**config.mk**
```make
export PLATFORM = sky130hd
export DESIGN_NAME = mem_copy_engine
export DESIGN_NICKNAME = d
export VERILOG_FILES = /design/src/rtl/mem_copy_engine.sv
export SDC_FILE = /design/constraint.sdc
export NUM_CORES = 1
export LEC_CHECK = 0
export BUFFER_PORTS_ARGS = -buffer_cell sky130_fd_sc_hd__buf_2
export CORE_UTILIZATION = 40
export CTS_BUF_LIST = sky130_fd_sc_hd__clkbuf_8 sky130_fd_sc_hd__clkbuf_16
export CTS_CLUSTER_DIAMETER = 120
export CTS_CLUSTER_SIZE = 30
export DETAILED_ROUTE_END_ITERATION = 6
export PLACE_DENSITY = 0.74
export SLEW_MARGIN = 25
export SYNTH_ARGS = -nofsm -noshare
export SYNTH_HDL_FRONTEND = slang
export SYNTH_SLANG_ARGS = --single-unit
```
**constraint.sdc**
```tcl
create_clock -name clk -period 2.6 [get_ports clk]
set_clock_uncertainty 0.2 [all_clocks]
set_input_delay 0.26 -clock clk [delete_from_list [all_inputs] [get_ports clk]]
set_output_delay 0.26 -clock clk [all_outputs]
set_load 0.05 [all_outputs]
```
**src/rtl/mem_copy_engine.sv**
```systemverilog
// Block-copy initiator: streams `length` words from src_base to dst_base, one per clock.
// Latency L+2 cycles start-to-done; start is ignored unless IDLE, and illegal requests finish immediately with err.
module mem_copy_engine #(
  parameter int data_width = 32,
  parameter int addr_width = 16,
  parameter int depth      = 128
) (
  input  logic                  clk,
  input  logic                  rst,
  input  logic                  start,
  input  logic [addr_width-1:0] src_base,
  input  logic [addr_width-1:0] dst_base,
  input  logic [7:0]            length,
  output logic                  busy,
  output logic                  done,
  output logic                  err,
  output logic [addr_width-1:0] mem_read_address,
  input  logic [data_width-1:0] mem_read_data,
  output logic [addr_width-1:0] mem_write_address,
  output logic [data_width-1:0] mem_write_data,
  output logic                  mem_WE
);

  typedef enum logic [1:0] {IDLE, RUN, DRAIN, FIN} state_t;
  localparam int aw1 = addr_width + 1;

  state_t                state;
  logic [7:0]            len_q;
  logic [7:0]            rd_cnt;
  logic [7:0]            wr_cnt;
  logic [addr_width-1:0] dst_q;

  logic [aw1-1:0] src_ext, dst_ext, len_ext, src_end, dst_end;
  logic           illegal;

  // One extra bit on the address sums so an overflowing block is seen as out of range.
  always_comb begin
    src_ext = {1'b0, src_base};
    dst_ext = {1'b0, dst_base};
    len_ext = aw1'(length);
    src_end = src_ext + len_ext;
    dst_end = dst_ext + len_ext;
    illegal = (length == 8'd0) || (len_ext > aw1'(depth)) ||
              (src_end > aw1'(depth)) || (dst_end > aw1'(depth)) ||
              ((src_ext < dst_ext) && (dst_ext < src_end));
  end

  assign mem_write_data = mem_read_data;

  always_ff @(posedge clk or negedge rst) begin
    if (!rst) begin
      state             <= IDLE;
      busy              <= 1'b0;
      done              <= 1'b0;
      err               <= 1'b0;
      mem_WE            <= 1'b0;
      mem_read_address  <= '0;
      mem_write_address <= '0;
      len_q             <= '0;
      rd_cnt            <= '0;
      wr_cnt            <= '0;
      dst_q             <= '0;
    end else begin
      // Read data for word k arrives one edge after its address, so writes trail reads by one.
      if (state == RUN || state == DRAIN) begin
        if (wr_cnt != len_q) begin
          mem_WE            <= 1'b1;
          mem_write_address <= dst_q + addr_width'(wr_cnt);
          wr_cnt            <= wr_cnt + 8'd1;
        end else begin
          mem_WE <= 1'b0;
        end
      end

      case (state)
        IDLE: begin
          if (start) begin
            if (illegal) begin
              state <= FIN;
              done  <= 1'b1;
              err   <= 1'b1;
            end else begin
              state            <= (length == 8'd1) ? DRAIN : RUN;
              busy             <= 1'b1;
              mem_read_address <= src_base;
              len_q            <= length;
              dst_q            <= dst_base;
              rd_cnt           <= '0;
              wr_cnt           <= '0;
            end
          end
        end
        RUN: begin
          mem_read_address <= mem_read_address + addr_width'(1);
          rd_cnt           <= rd_cnt + 8'd1;
          if (rd_cnt + 8'd2 == len_q) state <= DRAIN;
        end
        DRAIN: begin
          if (wr_cnt == len_q) begin
            state <= FIN;
            busy  <= 1'b0;
            done  <= 1'b1;
          end
        end
        FIN: begin
          done  <= 1'b0;
          err   <= 1'b0;
          state <= IDLE;
        end
        default: state <= IDLE;
      endcase
    end
  end

endmodule

```
==> flow_metrics.tcl, run 1 <==
set metrics [dict create \
    outcome "complete, but fails checks" \
    violations "setup timing" \
    clock_sinks 78 \
    grt_use_met3_pct 3.74 \
    utilization_pct 54.1 \
    grt_start_max_net_pins 54 \
    synthArstFlopShare_pct 100 \
    top_usage_layer "met2" \
    timing.setup.tns_ns -63.70 \
    synth_edf_count 0 \
    wl_per_cell_um 15.5 \
    synth_compound_area_share_pct 16.7 \
    synth_seq_cells 78 \
    multi_input_area_sq_mm 0.00442 \
    grt_pass1_wl_um 29600 \
    place_congestion 0.935 \
    clk_pin_slew_ns 0.06 \
    viasPerCell 5.39 \
    powerDensity_mw_per_mm2 786 \
    fp.dieW_um 131 \
    num_io_pins 143 \
    htreeDepth 3 \
    areaGrowthSynthToFinish_pct 30.3 \
    cp-start-kind "primary input" \
    dpl.hpwl_um 14100 \
    drt_iter0_markers 337 \
    synth_area_sq_mm 0.00670 \
    path_delay_family "compound AO/OA/AOI/OAI gates" \
    drive_gt1_share_pct 33.3 \
    synth-seq-area-share_pct 29.1 \
    synthAdderAreaFrac_pct 12.5 \
    grt-ovfl-total 0 \
    cts_tree "built" \
    setup_viol 61 \
    grt_antenna_before_repair 0 \
    crit_top_cell "and2_4" \
    synthTopCellsByArea "dfrtp_1 29%, ha_1 12%, xor2_1 3.9%, nand2_1 3.8%, buf_4 3.7%" \
    fin_cells 1168 \
    vias 6293 \
    critPathRequiredTime_ns 2.62 \
    fin_crit_sh_pct 143 \
    crit_chain "buf_8, ha_4, fa_2, a211oi_4, o21ai_2, and2_4, xnor2_2, ha_1, nand4_1, nor3b_2, o31ai_1, a31oi_1, o211ai_1, a211oi_2, nand4_4, buf_6, and2_4, a211o_1" \
    wirelength_um 18100 \
    synth_area_per_cell_sq_um 8.83 \
    yosys.area_share.simple_pct 21.9 \
    dpl.cell_count 1139 \
    final_nets 1087 \
    ir_worst_vdd_v 0.000376 \
    cts-root-buf "clkbuf_16" \
    timing.critical_path.buf_inv 2 \
    worst_pin_slew_ns 0.550 \
    synth_fp_nets 898 \
    met2_usage_pct 36.4 \
    grtUsageTotal_pct 21.0 \
    die_area_sq_mm 0.0173 \
    port_buffers 78 \
    grt_pass1_vias 6125 \
    sw_frac_of_total_pct 45.0 \
    slew_headroom_pct 63.2 \
    ys_types 72 \
    n_antenna_cell 0 \
    intPower_mw 3.77 \
    met1_usage_pct 26.1 \
    yosysTopAreaCellShare_pct 29.1 \
    final.setup.worst_slack_ns -1.11 \
    yosysWarnings 0 \
    power.leakage_nw 4.37 \
    power_frac_seq_pct 27.6 \
    final_cell_mix "142 x buf_4, 78 x dfrtp_1, 75 x buf_2, 68 x nand2_1, 61 x ha_1" \
    rows 46 \
    post-route-min-period_ns 3.71 \
    synth_largest_area_cell "dfrtp_1" \
    drcViolationCount 0 \
    max_freq_mhz 270 \
    hold_violations 0 \
    layout_commonest_cell "buf_4" \
    regArea_sq_mm 0.00195 \
    core_area_sq_mm 0.0161 \
    die_height_um 131 \
    cts_buffer_depth 2 \
    synthMuxAreaShare_pct 5.40 \
    ant_nets 0 \
    drv_cap 0 \
    fill_cells 1472 \
    critPathMaxStageDelay_ns 0.36 \
    drv_slew 0 \
    dr.pass1.iters 5 \
    cp-end-kind "flip-flop" \
    path_class "in -> reg" \
    rsz0062_at_grt "yes" \
    slowest_stage "fa_2" \
    synthFlopType "dfrtp_1" \
    switchingPower_mw 3.09 \
    combinationalPowerShare_pct 53.5 \
    worstPathMaxFanout 6 \
    clock_latency_ns 0.35 \
    syn_inst 758 \
    power_mw 6.86 \
    initial_utilization_pct 41.6 \
    worstPathArrival_ns 3.73 \
    cts_buffers 9 \
    synth_xor_area_share_pct 6.80 \
    synth_top_family_by_area "simple AND/OR/NAND/NOR gates" \
    hold_class "in -> reg" \
    clkPwrFrac_pct 18.8 \
]
==> worst min-delay path: cells and delay by family <==
| family | cells | cell delay (ns) |
|---|---|---|
| muxes | 1 | 0.14 |
| buffers and inverters | 2 | 0.21 |
==> metrics by stage <==
stage          setup slack, ns  area, sq um  hold WS (ns)
2_1_floorplan            -1.35         6770        -0.236
3_3_place_gp             -1.63         8130       -0.0132
3_5_place_dp             -1.69         8130      -0.00752
4_1_cts                  -1.09         8600        0.0828
5_1_grt                  -1.31         8730        0.0902
6_report                 -1.11         8730        0.0922
==> what timing repair did <==
item	4_1_cts	5_1_grt
cloned	1	0
resized for setup	28	20
hold endpoints to repair	30	0
endpoints found under the setup margin	65	68
pin swaps	20	9
hold buffers	1	0
buffers inserted	4	7
==> metal layers <==
layer | vias up | part of all wire (%)
met5 | - | 0
met4 | 0 | 2.4
met3 | 35 | 4.3
met2 | 165 | 49
met1 | 2978 | 44
li1 | 3115 | -
==> worst paths after layout <==
path                            depth (start not counted)             startpoint  slack [ns]               endpoint
worst min-delay path                                    3            dst_base[0]        0.09               dst_q[0]
max in group asynchronous                               3                    rst        1.43   mem_read_address[10]
worst max register to register                          7              wr_cnt[1]       -0.01               state[1]
worst min register to register                          2  mem_write_address[15]        0.27  mem_write_address[15]
worst max-delay path                                   18            src_base[0]       -1.11   mem_read_address[12]
min in group asynchronous                               2                    rst        0.15  mem_write_address[13]
==> synth_stat cells (all sizes together), types with 3 or more instances <==
| library cell | instances |
|---|---|
| o22ai | 4 |
| o31ai | 3 |
| mux2i | 17 |
| nand4 | 18 |
| nor4 | 5 |
| nand2 | 68 |
| nand3 | 27 |
| clkbuf | 16 |
| fa | 3 |
| nor3 | 22 |
| o211ai | 11 |
| and4 | 4 |
| and4b | 6 |
| o21ai | 49 |
| o21bai | 4 |
| a211oi | 8 |
| and2 | 12 |
| nor2b | 5 |
| nand2b | 4 |
| a31oi | 8 |
| ha | 62 |
| xnor2 | 22 |
| a2111oi | 3 |
| xor2 | 30 |
| a211o | 13 |
| and3 | 27 |
| nor2 | 56 |
| a21o | 8 |
| mux2 | 17 |
| o2111ai | 3 |
| buf | 38 |
| nor4b | 4 |
| inv | 40 |
| nand3b | 3 |
| a21oi | 33 |
| dfrtp | 78 |
==> flip-flops by register name (all words and copies together), names as in the netlist <==
register and flops:
done 1, rd_cnt 8, state 2, mem_WE 1
wr_cnt 8, len_q 8, mem_read_address 16, dst_q 16
err 1, busy 1, mem_write_address 16
==> cell families (layout without fill, tap and decap cells) <==
logic type | Yosys count | count (layout)
multiplexers | 34 | 34
adder cells (fa/ha/maj) | 65 | 65
buffers and inverters | 94 | 287
AND/OR/NAND/NOR | 270 | 271
AO/OA/AOI/OAI | 165 | 165
XOR/XNOR | 52 | 52
flip-flops | 78 | 78
==> power by group through the flow <==
stage,Sequential (mW),Clock [mW],Combinational (mW)
after CTS,1.88,1.32,3.58
after global placement,1.89,0,3.34
after detailed placement,1.89,0,3.42
after global routing,1.93,1.36,4.00
final,1.89,1.29,3.67
after floorplan,2.36,0,2.01
==> cell type report <==
type | instances | area share, %
flip-flops and latches | 78 | 22.4
repair buffers | 231 | 18.6
well taps | 216 | 3.10
clock buffers | 9 | 2.58
multi-input cells | 587 | 50.7
inverters | 40 | 1.72
clock inverters | 7 | 0.932
Note: power is estimated with default switching activity, not from simulation.
==> run 2: changes to the inputs <==
--- a/config.mk
+++ b/config.mk
@@ -12,6 +12,7 @@
 export CTS_CLUSTER_SIZE = 30
 export DETAILED_ROUTE_END_ITERATION = 6
 export PLACE_DENSITY = 0.74
+export SKIP_CTS_REPAIR_TIMING = 1
 export SLEW_MARGIN = 25
 export SYNTH_ARGS = -nofsm -noshare
 export SYNTH_HDL_FRONTEND = slang
==> run 2 against run 1 <==
  * The flow still finishes with violations (setup timing)
  * Register-to-register slack improved by 0.02 ns
  * Critical path depth up 1
  * Wire length fell by 0.46%
  * Sequential cell count did not move
  * Clock-buffer cell count unchanged
  * Largest power group unchanged
==> flow_metrics.tcl, run 2 (synthesis results as in run 1) <==
set metrics [dict create \
    wl_per_cell_um 15.4 \
    fin_hold_ws_ns 0.0945 \
    num_io_pins 143 \
    fin_crit_sh_pct 143 \
    drcViolationCount 0 \
    place_congestion 0.935 \
    grt_start_max_net_pins 54 \
    post-route-min-period_ns 3.72 \
    worstPathArrival_ns 3.74 \
    top_regs "dst_q (16), mem_read_address (16), mem_write_address (16)" \
    r2r-end "state[1]" \
    drv_slew 0 \
    cts_tree "built" \
    wirelength_um 18000 \
    grt_pass1_wl_um 29100 \
    n_antenna_cell 0 \
    fin_cells 1167 \
    grtUsageTotal_pct 20.8 \
    dpl.cell_count 1139 \
    die_area_sq_mm 0.0173 \
    htreeDepth 3 \
    drive_gt1_share_pct 33.0 \
    cp.depth 19 \
    areaGrowthSynthToFinish_pct 29.4 \
    outcome "complete, but fails checks" \
    rrSetupSlack_ns 0.01 \
    placed_cell_area_sq_mm 0.00813 \
    critPathRequiredTime_ns 2.62 \
    fp.dieW_um 131 \
    worstPathMaxFanout 6 \
    cp-startpoint "src_base[7]" \
    clk_pin_slew_ns 0.06 \
    stdcell_area_sq_mm 0.00867 \
    worstHoldStart "dst_base[0]" \
    rsz0062_at_grt "yes" \
    viasPerCell 5.40 \
    clock_latency_ns 0.35 \
    ant_nets 0 \
    worst_pin_slew_ns 0.557 \
    drt_iter0_markers 334 \
    powerDensity_mw_per_mm2 784 \
    path_delay_family "compound AO/OA/AOI/OAI gates" \
    final.setup.worst_slack_ns -1.12 \
    utilization_pct 53.8 \
    violations "setup timing" \
    layout_commonest_cell "buf_4" \
    slowest_stage "a211oi_2" \
    final_nets 1086 \
    cp-end-kind "flip-flop" \
    setup_viol 61 \
    power.leakage_nw 4.34 \
    critPathMaxStageDelay_ns 0.36 \
    hold_violations 0 \
    slew_headroom_pct 62.7 \
    drv_cap 0 \
    reg2reg_from "wr_cnt[1]" \
    grt_antenna_before_repair 0 \
    cts_buffers 9 \
    cp-start-kind "primary input" \
    grt-ovfl-total 0 \
    crit_end "mem_read_address[12]" \
    clock_sinks 78 \
    reg2reg_depth 7 \
    ir_worst_vdd_v 0.000378 \
    die_height_um 131 \
    final_cell_mix "146 x buf_4, 78 x dfrtp_1, 75 x buf_2, 68 x nand2_1, 61 x ha_1" \
    dr.pass1.iters 4 \
    rows 46 \
    cts_buffer_depth 2 \
    path_class "in -> reg" \
    dpl.hpwl_um 14100 \
    hold_depth 3 \
    timing.critical_path.buf_inv 4 \
    hold_class "in -> reg" \
    crit_chain "buf_2, ha_1, buf_4, and3_1, a221oi_2, buf_4, a21oi_2, xnor2_1, ha_1, nand4_1, o21ai_0, nor2_1, a31oi_1, o211ai_1, a211oi_2, nand4_4, buf_6, and2_4, a211o_1" \
    cts-root-buf "clkbuf_16" \
    core_area_sq_mm 0.0161 \
    max_freq_mhz 269 \
    port_buffers 78 \
    initial_utilization_pct 41.6 \
    place_ws_ns -1.69 \
    grt_pass1_vias 6055 \
    vias 6307 \
]
-- run 2: worst register-to-register path: stages, from the launching register on --
cell	delay, ns
dfrtp_1	0.39
buf_4	0.16
xor2_1	0.15
nor4_1	0.40
a21oi_1	0.21
a21oi_1	0.44
o21ai_0	0.32
mux2i_1	0.18
-- run 2: metrics by stage --
stage	setup TNS (ns)	total power, mW
after CTS	-74.38	6.65
after floorplan	-73.50	4.37
final	-63.98	6.80
after global routing	-77.83	7.25
after global placement	-92.84	5.23
after detailed placement	-95.57	5.32
-- run 2: worst min path at each step --
stage | endpoint | slack (ns)
floorplan | busy | -0.24
global placement | mem_write_address[13] | -0.01
detailed placement | mem_write_address[13] | -0.008
CTS | mem_write_address[14] | -0.38
global route | dst_q[0] | 0.09
finish | dst_q[0] | 0.09
-- run 2: power breakdown --
group	total (mW)	internal, mW	switching (mW)
sequential	1.89	1.52	0.366
clock	1.29	0.755	0.537
combinational	3.62	1.46	2.15
-- run 2: layer usage --
metal / vias to the layer above / track usage [%] / share of wire [%]
met3: 35 / 3.86 / 4.7
met1: 2997 / 25.7 / 44
met2: 164 / 35.6 / 49
met5: - / 0 / 0
met4: 0 / 7.88 / 2.2
li1: 3111 / - / -
-- run 2: layout make-up --
class,count,area [sq um]
inverters,40,150
well taps,216,270
fillers,1478,7450
repair buffers,230,1590
clock inverters,7,81.3
flip-flops and latches,78,1950
clock buffers,9,225
multi-input cells,587,4400
==> run 3: changes to the inputs <==
--- a/config.mk
+++ b/config.mk
@@ -11,6 +11,7 @@
 export CTS_CLUSTER_DIAMETER = 120
 export CTS_CLUSTER_SIZE = 30
 export DETAILED_ROUTE_END_ITERATION = 6
+export MAX_ROUTING_LAYER = met4
 export PLACE_DENSITY = 0.74
 export SKIP_CTS_REPAIR_TIMING = 1
 export SLEW_MARGIN = 25
==> run 3 against run 2 <==
  * Critical path depth stayed put
  * Critical endpoint is now mem_read_address[10]
  * Sequential cell count stayed put
  * Register-to-register slack worse by 0.06 ns
  * The run still ends with setup timing left
  * Clock-buffer cell count is 1 higher
  * Non-clock buffer count is 5 lower
  * Worst setup slack worse by 0.015 ns
  * Critical path type unchanged
  * Via count is 1.1% lower
  * Global-route usage is 0.37 points higher
  * Total power is 2.5% lower
  * Hold slack worse by 0.028 ns
  * First-iteration DRC count is 19% lower
  * Wire length is 0.57% lower
==> flow_metrics.tcl, run 3 (synthesis results as in run 1) <==
set metrics [dict create \
    violations "setup timing" \
    final_nets 1081 \
    clk_pin_slew_ns 0.06 \
    port_buffers 78 \
    die_area_sq_mm 0.0173 \
    powerDensity_mw_per_mm2 769 \
    grt_pass1_wl_um 28800 \
    ir_worst_vdd_v 0.000377 \
    fin_crit_sh_pct 144 \
    drt_iter0_markers 272 \
    worstPathArrival_ns 3.76 \
    wirelength_um 17900 \
    vias 6240 \
    cp-end-kind "flip-flop" \
    dpl.hpwl_um 14300 \
    grtUsageTotal_pct 21.1 \
    viasPerCell 5.37 \
    worst_pin_slew_ns 0.616 \
    hold_class "in -> reg" \
    cts-root-buf "clkbuf_16" \
    grt-ovfl-total 0 \
    ant_nets 0 \
    place_congestion 0.941 \
    final_cell_mix "138 x buf_4, 78 x dfrtp_1, 75 x buf_2, 68 x nand2_1, 61 x ha_1" \
    grt_pass1_vias 6027 \
    hold_violations 0 \
    wl_per_cell_um 15.4 \
    die_height_um 131 \
    grt_antenna_before_repair 0 \
    layout_commonest_cell "buf_4" \
    top_regs "dst_q (16), mem_read_address (16), mem_write_address (16)" \
    clock_latency_ns 0.34 \
    areaGrowthSynthToFinish_pct 28.8 \
    core_area_sq_mm 0.0161 \
    path_class "in -> reg" \
    rsz0062_at_grt "yes" \
    critPathRequiredTime_ns 2.62 \
    cts_buffers 9 \
    post-route-min-period_ns 3.74 \
    drv_cap 0 \
    drcViolationCount 0 \
    timing.setup.tns_ns -62.27 \
    stdcell_area_sq_mm 0.00862 \
    final.setup.worst_slack_ns -1.14 \
    drv_slew 0 \
    dr.pass1.iters 7 \
    setup_viol 61 \
    max_freq_mhz 267 \
    cts_tree "built" \
    initial_utilization_pct 41.6 \
    grt_start_max_net_pins 51 \
    cts_buffer_depth 2 \
    outcome "complete, but fails checks" \
    worstPathMaxFanout 20 \
    clock_sinks 78 \
    rows 46 \
    drive_gt1_share_pct 32.9 \
    htreeDepth 3 \
    placed_cell_area_sq_mm 0.00815 \
    cp-start-kind "primary input" \
    slew_headroom_pct 58.8 \
    power.leakage_nw 4.34 \
    num_io_pins 143 \
    rrSetupSlack_ns -0.05 \
    fp.dieW_um 131 \
    n_antenna_cell 0 \
]
## run 3: cell type report
cell class,count,area (sq um)
multi-input cells,587,4400
clock inverters,6,38.8
fillers,1472,7490
clock buffers,10,239
repair buffers,225,1580
flip-flops and latches,78,1950
inverters,40,150
well taps,216,270
## run 3: worst max-delay path, cell delays in order
cell	delay, ns
buf_2	0.11
ha_1	0.30
buf_4	0.14
and3_1	0.20
buf_4	0.12
nand3b_1	0.15
a21oi_2	0.23
buf_4	0.16
nand3_1	0.09
xor2_1	0.15
ha_1	0.20
a2111oi_2	0.33
o21ai_1	0.10
o211ai_1	0.29
a211o_1	0.24
o21ai_4	0.08
buf_12	0.15
and4b_1	0.19
a211o_1	0.26
## run 3: power breakdown
part           leakage, nW  switching (mW)  internal, mW
clock                0.140           0.502         0.668
combinational         3.18            2.13          1.43
sequential            1.02           0.369          1.52
## run 3: per-layer routing
layer	share of wire (%)	vias to the layer above	track usage (%)
met3	4.6	44	2.97
met5	0	-	-
met1	44	2929	26.0
li1	-	3103	-
met2	48	164	34.9
met4	3.1	0	8.40
## run 3: stage by stage
| stage | total power [mW] | hold WS [ns] | cells | setup WS, ns | util (%) |
|---|---|---|---|---|---|
| after global placement | 5.24 | 0.00588 | 1140 | -1.59 | 50.6 |
| final | 6.63 | 0.0662 | 1162 | -1.14 | 53.5 |
| after floorplan | 4.37 | -0.236 | 758 | -1.35 | - |
| after global routing | 7.07 | 0.0799 | 1162 | -1.33 | 53.5 |
| after detailed placement | 5.33 | 0.0126 | 1140 | -1.64 | 50.6 |
| after CTS | 6.52 | -0.356 | 1156 | -1.29 | 52.3 |
## run 3: final timing paths
kind / start / end / cells past startpoint
max: length[7] / mem_read_address[10] / 19
min in group asynchronous: rst / mem_write_address[9] / 2
max reg2reg: state[1] / mem_read_address[7] / 11
min: start / err / 3
min reg2reg: mem_write_address[8] / mem_write_address[8] / 2
max in group asynchronous: rst / mem_read_address[1] / 3
